## src/rtl/fir_coeff_commit.sv

```systemverilog
// fir_coeff_commit: waits for the software coefficient word to settle, then
// commits both packed taps to the FIR datapath together on a frame boundary.
module fir_coeff_commit #(
    parameter int COEF_W        = 16,
    parameter int STABLE_CYCLES = 4,
    parameter int CNT_W         = 16
) (
    input  logic                  user_clk,
    input  logic                  user_rst_n,
    input  logic [2*COEF_W-1:0]   user_data_in,
    input  logic                  sync_in,
    output logic [COEF_W-1:0]     coef_even,
    output logic [COEF_W-1:0]     coef_odd,
    output logic                  coef_load,
    output logic                  pending,
    output logic [CNT_W-1:0]      commit_count
);

    localparam int W  = 2 * COEF_W;
    // Counter only needs to reach STABLE_CYCLES-1; keep at least one bit.
    localparam int CW = (STABLE_CYCLES > 1) ? $clog2(STABLE_CYCLES) : 1;
    localparam logic [CW-1:0] CNT_LAST = CW'(STABLE_CYCLES - 1);

    typedef enum logic [1:0] {
        IDLE   = 2'd0,
        SETTLE = 2'd1,
        ARMED  = 2'd2
    } state_t;

    state_t           state, state_next;
    logic [W-1:0]     in_q;
    logic [W-1:0]     cand, cand_next;
    logic [CW-1:0]    cnt, cnt_next;
    logic [W-1:0]     active, active_next;
    logic             load_next;
    logic [CNT_W-1:0] count_next;

    // Input capture register; every decision looks at this delayed copy.
    always_ff @(posedge user_clk or negedge user_rst_n) begin
        if (!user_rst_n) begin
            in_q <= '0;
        end else begin
            in_q <= user_data_in;
        end
    end

    // State and datapath registers.
    always_ff @(posedge user_clk or negedge user_rst_n) begin
        if (!user_rst_n) begin
            state        <= IDLE;
            cand         <= '0;
            cnt          <= '0;
            active       <= '0;
            coef_load    <= 1'b0;
            commit_count <= '0;
        end else begin
            state        <= state_next;
            cand         <= cand_next;
            cnt          <= cnt_next;
            active       <= active_next;
            coef_load    <= load_next;
            commit_count <= count_next;
        end
    end

    // Next-state logic: settle a candidate, arm, then commit on sync.
    always_comb begin
        state_next  = state;
        cand_next   = cand;
        cnt_next    = cnt;
        active_next = active;
        load_next   = 1'b0;
        count_next  = commit_count;
        unique case (state)
            IDLE: begin
                if (in_q != active) begin
                    cand_next  = in_q;
                    cnt_next   = '0;
                    state_next = SETTLE;
                end
            end
            SETTLE: begin
                if (in_q == active) begin
                    state_next = IDLE;
                end else if (in_q != cand) begin
                    cand_next = in_q;
                    cnt_next  = '0;
                end else if (cnt == CNT_LAST) begin
                    state_next = ARMED;
                end else begin
                    cnt_next = cnt + CW'(1);
                end
            end
            ARMED: begin
                // Sync has priority: a same-cycle input change is picked
                // up again from IDLE after this commit.
                if (sync_in) begin
                    active_next = cand;
                    load_next   = 1'b1;
                    count_next  = commit_count + CNT_W'(1);
                    state_next  = IDLE;
                end else if (in_q == active) begin
                    state_next = IDLE;
                end else if (in_q != cand) begin
                    cand_next  = in_q;
                    cnt_next   = '0;
                    state_next = SETTLE;
                end
            end
            default: begin
                state_next = IDLE;
            end
        endcase
    end

    assign coef_even = active[W-1:COEF_W];
    assign coef_odd  = active[COEF_W-1:0];
    assign pending   = (state != IDLE);

endmodule

```

## config.mk

```make
export PLATFORM = sky130hd
export DESIGN_NAME = fir_coeff_commit
export DESIGN_NICKNAME = d
export VERILOG_FILES = /design/src/rtl/fir_coeff_commit.sv
export SDC_FILE = /design/constraint.sdc
export NUM_CORES = 1
export LEC_CHECK = 0
export BUFFER_PORTS_ARGS = -buffer_cell sky130_fd_sc_hd__buf_4
export CAP_MARGIN = 5
export CORE_AREA = 3 3 133 186
export CTS_BUF_LIST = sky130_fd_sc_hd__clkbuf_4
export CTS_CLUSTER_DIAMETER = 60
export DETAILED_ROUTE_END_ITERATION = 6
export DIE_AREA = 0 0 136 189
export HOLD_SLACK_MARGIN = 0.15
export SYNTH_ARGS = -nofsm -noshare
export SYNTH_HDL_FRONTEND = slang
export SYNTH_SLANG_ARGS = --single-unit
```

## constraint.sdc

```tcl
create_clock -name user_clk -period 2.8 [get_ports user_clk]
set_input_delay 0.56 -clock user_clk [delete_from_list [all_inputs] [get_ports user_clk]]
set_output_delay 0.56 -clock user_clk [all_outputs]
set_load 0.01 [all_outputs]
```

After elaboration in Yosys (flattened, before gate mapping)
Index checks and enable logic that the tools add are counted.
{"block": "classes", "add_sub_neg": 2, "n_mux": 23, "n_reduce_logical": 7, "eq_ne": 15}
{"operator": "2-to-1 mux 32 bit", "n": 4}
{"operator": "case mux 32 bit (3 select lines)", "n": 1}
{"operator": "!= test 32 bit", "n": 2}
{"operator": "== test 32 bit", "n": 1}
{"operator": "2-to-1 mux 2 bit", "n": 14}
{"operator": "adder 16 x 1 -> 16 bit (second input constant)", "n": 1}
{"operator": "case mux 2 bit (3 select lines)", "n": 2}
{"operator": "!= test 2 bit (second input constant)", "n": 5}
{"operator": "!= test 3 bit (second input constant)", "n": 3}
{"operator": "AND reduction 7 bit", "n": 1}
{"operator": "== test 2 bit (second input constant)", "n": 2}
{"operator": "!= test 4 bit (second input constant)", "n": 1}
{"operator": "AND reduction 4 bit", "n": 1}
{"operator": "AND reduction 3 bit", "n": 1}
{"operator": "nonzero test 3 bit", "n": 1}
{"operator": "adder 2 x 1 -> 2 bit (second input constant)", "n": 1}
{"operator": "== test 2 x 1 -> 1 bit (second input constant)", "n": 1}
{"operator": "zero test 2 bit", "n": 1}
{"operator": "2-to-1 mux 1 bit", "n": 2}
{"operator": "AND reduction 2 bit", "n": 1}
{"operator": "nonzero test 2 bit", "n": 1}
{"block": "word_totals", "register_bits": 117, "in_bits": 35, "wordCells": 54, "out_inout_bits": 50}

Longest topological paths before layout
{"block": "logic_depth", "depth_word": 5, "depth_mapped": 9, "depth_no_buf": 8}

Least setup slack after synthesis
Ideal clock, no wire load.
{"block": "synth_timing", "path_kind": "reg-to-reg", "from": "register state[0]", "to": "register cnt[0]", "synth_period_minus_slack_ns": 2.055, "t_arrival_ns": 1.934, "path_buffers": 1, "setup_time_ns": 0.121, "path_stages_with_launch": 9, "required_ns": 2.679, "path_slack_ns": 0.745, "path_cell_list": "dfrtp_1 inv_1 ha_1 nand2_2 clkinv_1 nor2_1 clkbuf_1 o21ai_0 a22o_1"}
{"block": "synth_via", "elab_chain_len": 3, "elab_cells_between_ends": 12, "cone_classes": "eq/ne (8); mux (1); reduce/logical (3)"}
{"element": "from (decl)", "line_no": "30", "source": "state_t state, state_next;"}
{"element": "from (signal assigned)", "line_no": "57", "source": "state <= state_next;"}
{"element": "== test 2 x 1 -> 1 bit, or another cell as far along", "line_no": "74", "source": "unique case (state)"}
{"element": "!= test 3 bit (no source line), or another cell as far along"}
{"element": "AND reduction 7 bit (no source line)"}
{"element": "to (signal assigned)", "line_no": "59", "source": "cnt <= cnt_next;"}
{"element": "to (decl)", "line_no": "33", "source": "logic [CW-1:0] cnt, cnt_next;"}
Parallel ways exist; a longest one is shown, timed or not.
A chain may end at the register's enable or synchronous reset.

Final worst setup path
{"block": "layout_timing", "from": "register in_q[1]", "to": "register cand[20]"}
{"block": "layout_via", "elab_chain_len": 5, "elab_cells_between_ends": 9, "cone_classes": "eq/ne (4); mux (4); reduce/logical (1)"}
{"element": "from (decl)", "line_no": "31", "source": "logic [W-1:0] in_q;"}
{"element": "from (signal assigned)", "line_no": "43", "source": "in_q <= user_data_in;"}
{"element": "!= test 32 bit", "line_no": "85, 104"}
{"element": "2-to-1 mux 32 bit (3 in a row)"}
{"element": "case mux 32 bit (3 select lines)"}
{"element": "to (signal assigned)", "line_no": "58", "source": "cand <= cand_next;"}
{"element": "to (decl)", "line_no": "32", "source": "logic [W-1:0] cand, cand_next;"}
Parallel ways exist; a longest one is shown, timed or not. The select of a mux whose other input is x is not followed.

==> flow_summary.yaml <==
run_status:
  outcome: "completed"
timing:
  timing.final.crit_share_pct: 90.5
  slew_at_the_pin_with_the_worst_max_slew_slack_ns: 0.792
  timing.max_slew.rel_slack_pct: 47.2
  timing.clock.skew_ns: 0.0145
  slew_viol_final: 0
  achievable-frequency_ghz: 0.395
  finalHoldViolations: 0
  period_minus_slack_ns: 2.53
  final-setup-viol-count: 0
  totalNegativeSetupSlack_ns: 0
  worst_case_hold_slack_ns: 0.448
  rsz0062_at_grt: "no"
placed_design:
  numPortBuffers: 84
  gp_congestion: 0.807
  dpl-instance-area_mm2: 0.00679
  hpwl_mm: 11.8
drt:
  overall_routed_net_length_mm: 16.7
  final_antenna_net_count: 0
  drt_first_pass_iters: 4
  routed_wire_length_per_instance_um: 16.5
  drc: 0
  route.vias.total: 4700
  drt_first_iter_violations: 309
  vias_per_cell: 4.63
critical_path:
  timing.reg2reg.worst_path_depth: 7
  critPathLaunchType: "flip-flop"
  timing_worst_setup_path_type: "flip-flop to flip-flop"
  worstPathMaxFanout: 48
  critical_path.reg2reg.startpoint: "in_q[1]$_DFF_PN0_"
  r2r_end: "cand[20]$_DFFE_PN0P_"
  worst-endpoint-required_ns: 3.26
  crit_path_end_kind: "flip-flop"
  critPathArrivalTime_ns: 2.99
  reg2reg_slack_ns: 0.27
die:
  chipHeight_um: 189
  initial_utilization_pct: 24.7
  core_mm2: 0.0233
  die_span_x_um: 136
  dieArea_mm2: 0.0257
  row_count: 66
  design.portCount: 85
logic_synthesis:
  synthesis.area_per_instance_um2: 9.97
  syn_inst: 576
  synth_top_area_cell: "dfrtp_1"
  async_reset_ff_share_pct: 100
  netlist-cell-type-count: 31
  ys.warnings.count: 0
  ys_seq_area_share_pct: 51.0
  yosysTopAreaCellShare_pct: 51.0
  synth-main-ff-cell: "dfrtp_1"
  netlist_area_mm2: 0.00575
  syn-num-nets: 617
  number_of_enable_flip_flop_cells_after_synthesis: 0
  synth-seq-cells: 117
  post_synth_main_area_contributors: "dfrtp_1 (51%), xor2_1 (10%), nand2_1 (8.9%)"
job:
  maxCapViolCount: 0
layout:
  multi_input_comb_area_mm2: 0.00264
  area_growth_pct: 28.5
  nets: 736
  finish.instance_area_mm2: 0.00739
  layout_common_cells: "nand2_1 (136), dfrtp_1 (117), buf_4 (101), xor2_1 (67), o211ai_1 (64)"
  drive_above_1_share_pct: 19.8
  seq_area_mm2: 0.00293
  layout.cells.most_common: "nand2_1"
  n_fill_cell: 2450
power_and_ir_drop:
  max-vdd-ir-drop_mv: 0.427
  p_per_area_mw_per_mm2: 438
  static-leakage-power_nw: 3.38
cts:
  cts.sinks: 117
  cts_htree_levels: 4
  clock_path_buffers: 2
  cts.root.buffer_cell: "clkbuf_4"
  cts_setup_buffers: 0
  tritoncts: "done"
  insertion_delay_ns: 0.54
  path_clk_slew_ns: 0.11
  cts_buffers: 17
global_routing:
  global_route_usage_sum_pct: 13.6
  first_global_vias: 4867
  antenna_violations_before_repair: 1
  global_route.overflow_total: 0
  grt_start_max_net_pins: 50
  global_route_wire_length_before_repair_mm: 26.9
min_path:
  whs_endpoint: "commit_count[1]$_DFFE_PN0P_"
  hold_class: "primary input to flip-flop"
  hold-path-cell-count: 5
  hold_path_startpoint: "sync_in"
[power by group]
part           leakage (nW)  total, mW  internal, mW  switching, mW
clock network         0.128       1.20         0.514          0.684
logic                  1.77      0.244         0.124          0.120
registers              1.48       1.79          1.74         0.0591
[layer usage]
| metal | share of wire, % | global-route usage, % |
|---|---|---|
| met3 | 4.6 | 2.79 |
| met4 | 3.4 | 6.75 |
| met1 | 41 | 16.7 |
| met5 | 0 | 0 |
| met2 | 51 | 22.5 |
[critical path: stages, from the launching register on]
cell and delay [ns]:
dfrtp_1 0.44, xor2_1 0.17, nor4_1 0.56, nand4_1 0.39, o31ai_4 0.37, buf_12 0.26
o211ai_1 0.13, o211ai_1 0.11
[layout make-up]
class	instances	share of cell area, %
Inverter	6	0.305
Antenna cell	1	0.0339
Sequential cell	117	39.6
Multi-Input combinational cell	416	35.7
Tap cell	306	5.18
Timing Repair Buffer	137	15.6
Clock inverter	15	1.88
Clock buffer	17	1.73
[cell families (layout without fill, tap and decap cells)]
kind of cell               Yosys count  count (layout)  share of synthesized area, %
AOI/OAI and AO/OA                  140             140                          17.8
xor gates and xnor gates            79              79                          12.0
adders and majority gates            6               6                          1.31
buffers and inverters               43             175                          3.48
DFF                                117             117                          51.0
muxes                                2               2                         0.348
other                                0               1                             0
and+or+nand+nor                    189             189                          14.1
[flip-flops by register name, indices dropped and copies added (netlist names)]
signal and count:
active 32, cand 32, in_q 32, commit_count 16, cnt 2, state 2
coef_load 1
[metrics by stage]
step           instances  total power, mW  setup slack (ns)  util (%)
3_3_place_gp         949             2.04             0.278      29.1
2_1_floorplan        576             1.90             0.745         -
4_1_cts             1014             3.30             0.244      31.7
5_1_grt             1015             3.40             0.175      31.7
6_report            1015             3.24             0.267      31.7
3_5_place_dp         949             2.04             0.280      29.1
[timing repair]
action | in CTS | in global routing
setup endpoints to repair | 0 | 0
hold buffers | 33 | 0
endpoints found under the hold margin | 67 | 0
resized for setup | 0 | 0
[worst max path at each step]
stage | startpoint | to
after global routing | in_q[1]$_DFF_PN0_ | cand[22]$_DFFE_PN0P_
after detailed placement | in_q[1]$_DFF_PN0_ | cand[28]$_DFFE_PN0P_
after CTS | in_q[1]$_DFF_PN0_ | cand[28]$_DFFE_PN0P_
final | in_q[1]$_DFF_PN0_ | cand[20]$_DFFE_PN0P_
after global placement | in_q[1]$_DFF_PN0_ | cnt[0]$_DFFE_PN0P_
after floorplan | state[0]$_DFFE_PN0P_ | cnt[0]$_DFFE_PN0P_
[synth_stat cells (4+ instances only)]
library cell  count
nand2_1         136
dfrtp_1         117
xor2_1           67
o211ai_1         64
o21ai_0          36
o31a_1           33
clkbuf_1         18
nor4_1           16
buf_2            13
xnor2_1          12
nand4_1          10
nor2_1            8
ha_1              6
inv_1             5
nand3_1           5
nor3_1            5
or2_2             4
No activity file was read; power rests on OpenSTA's default activity.
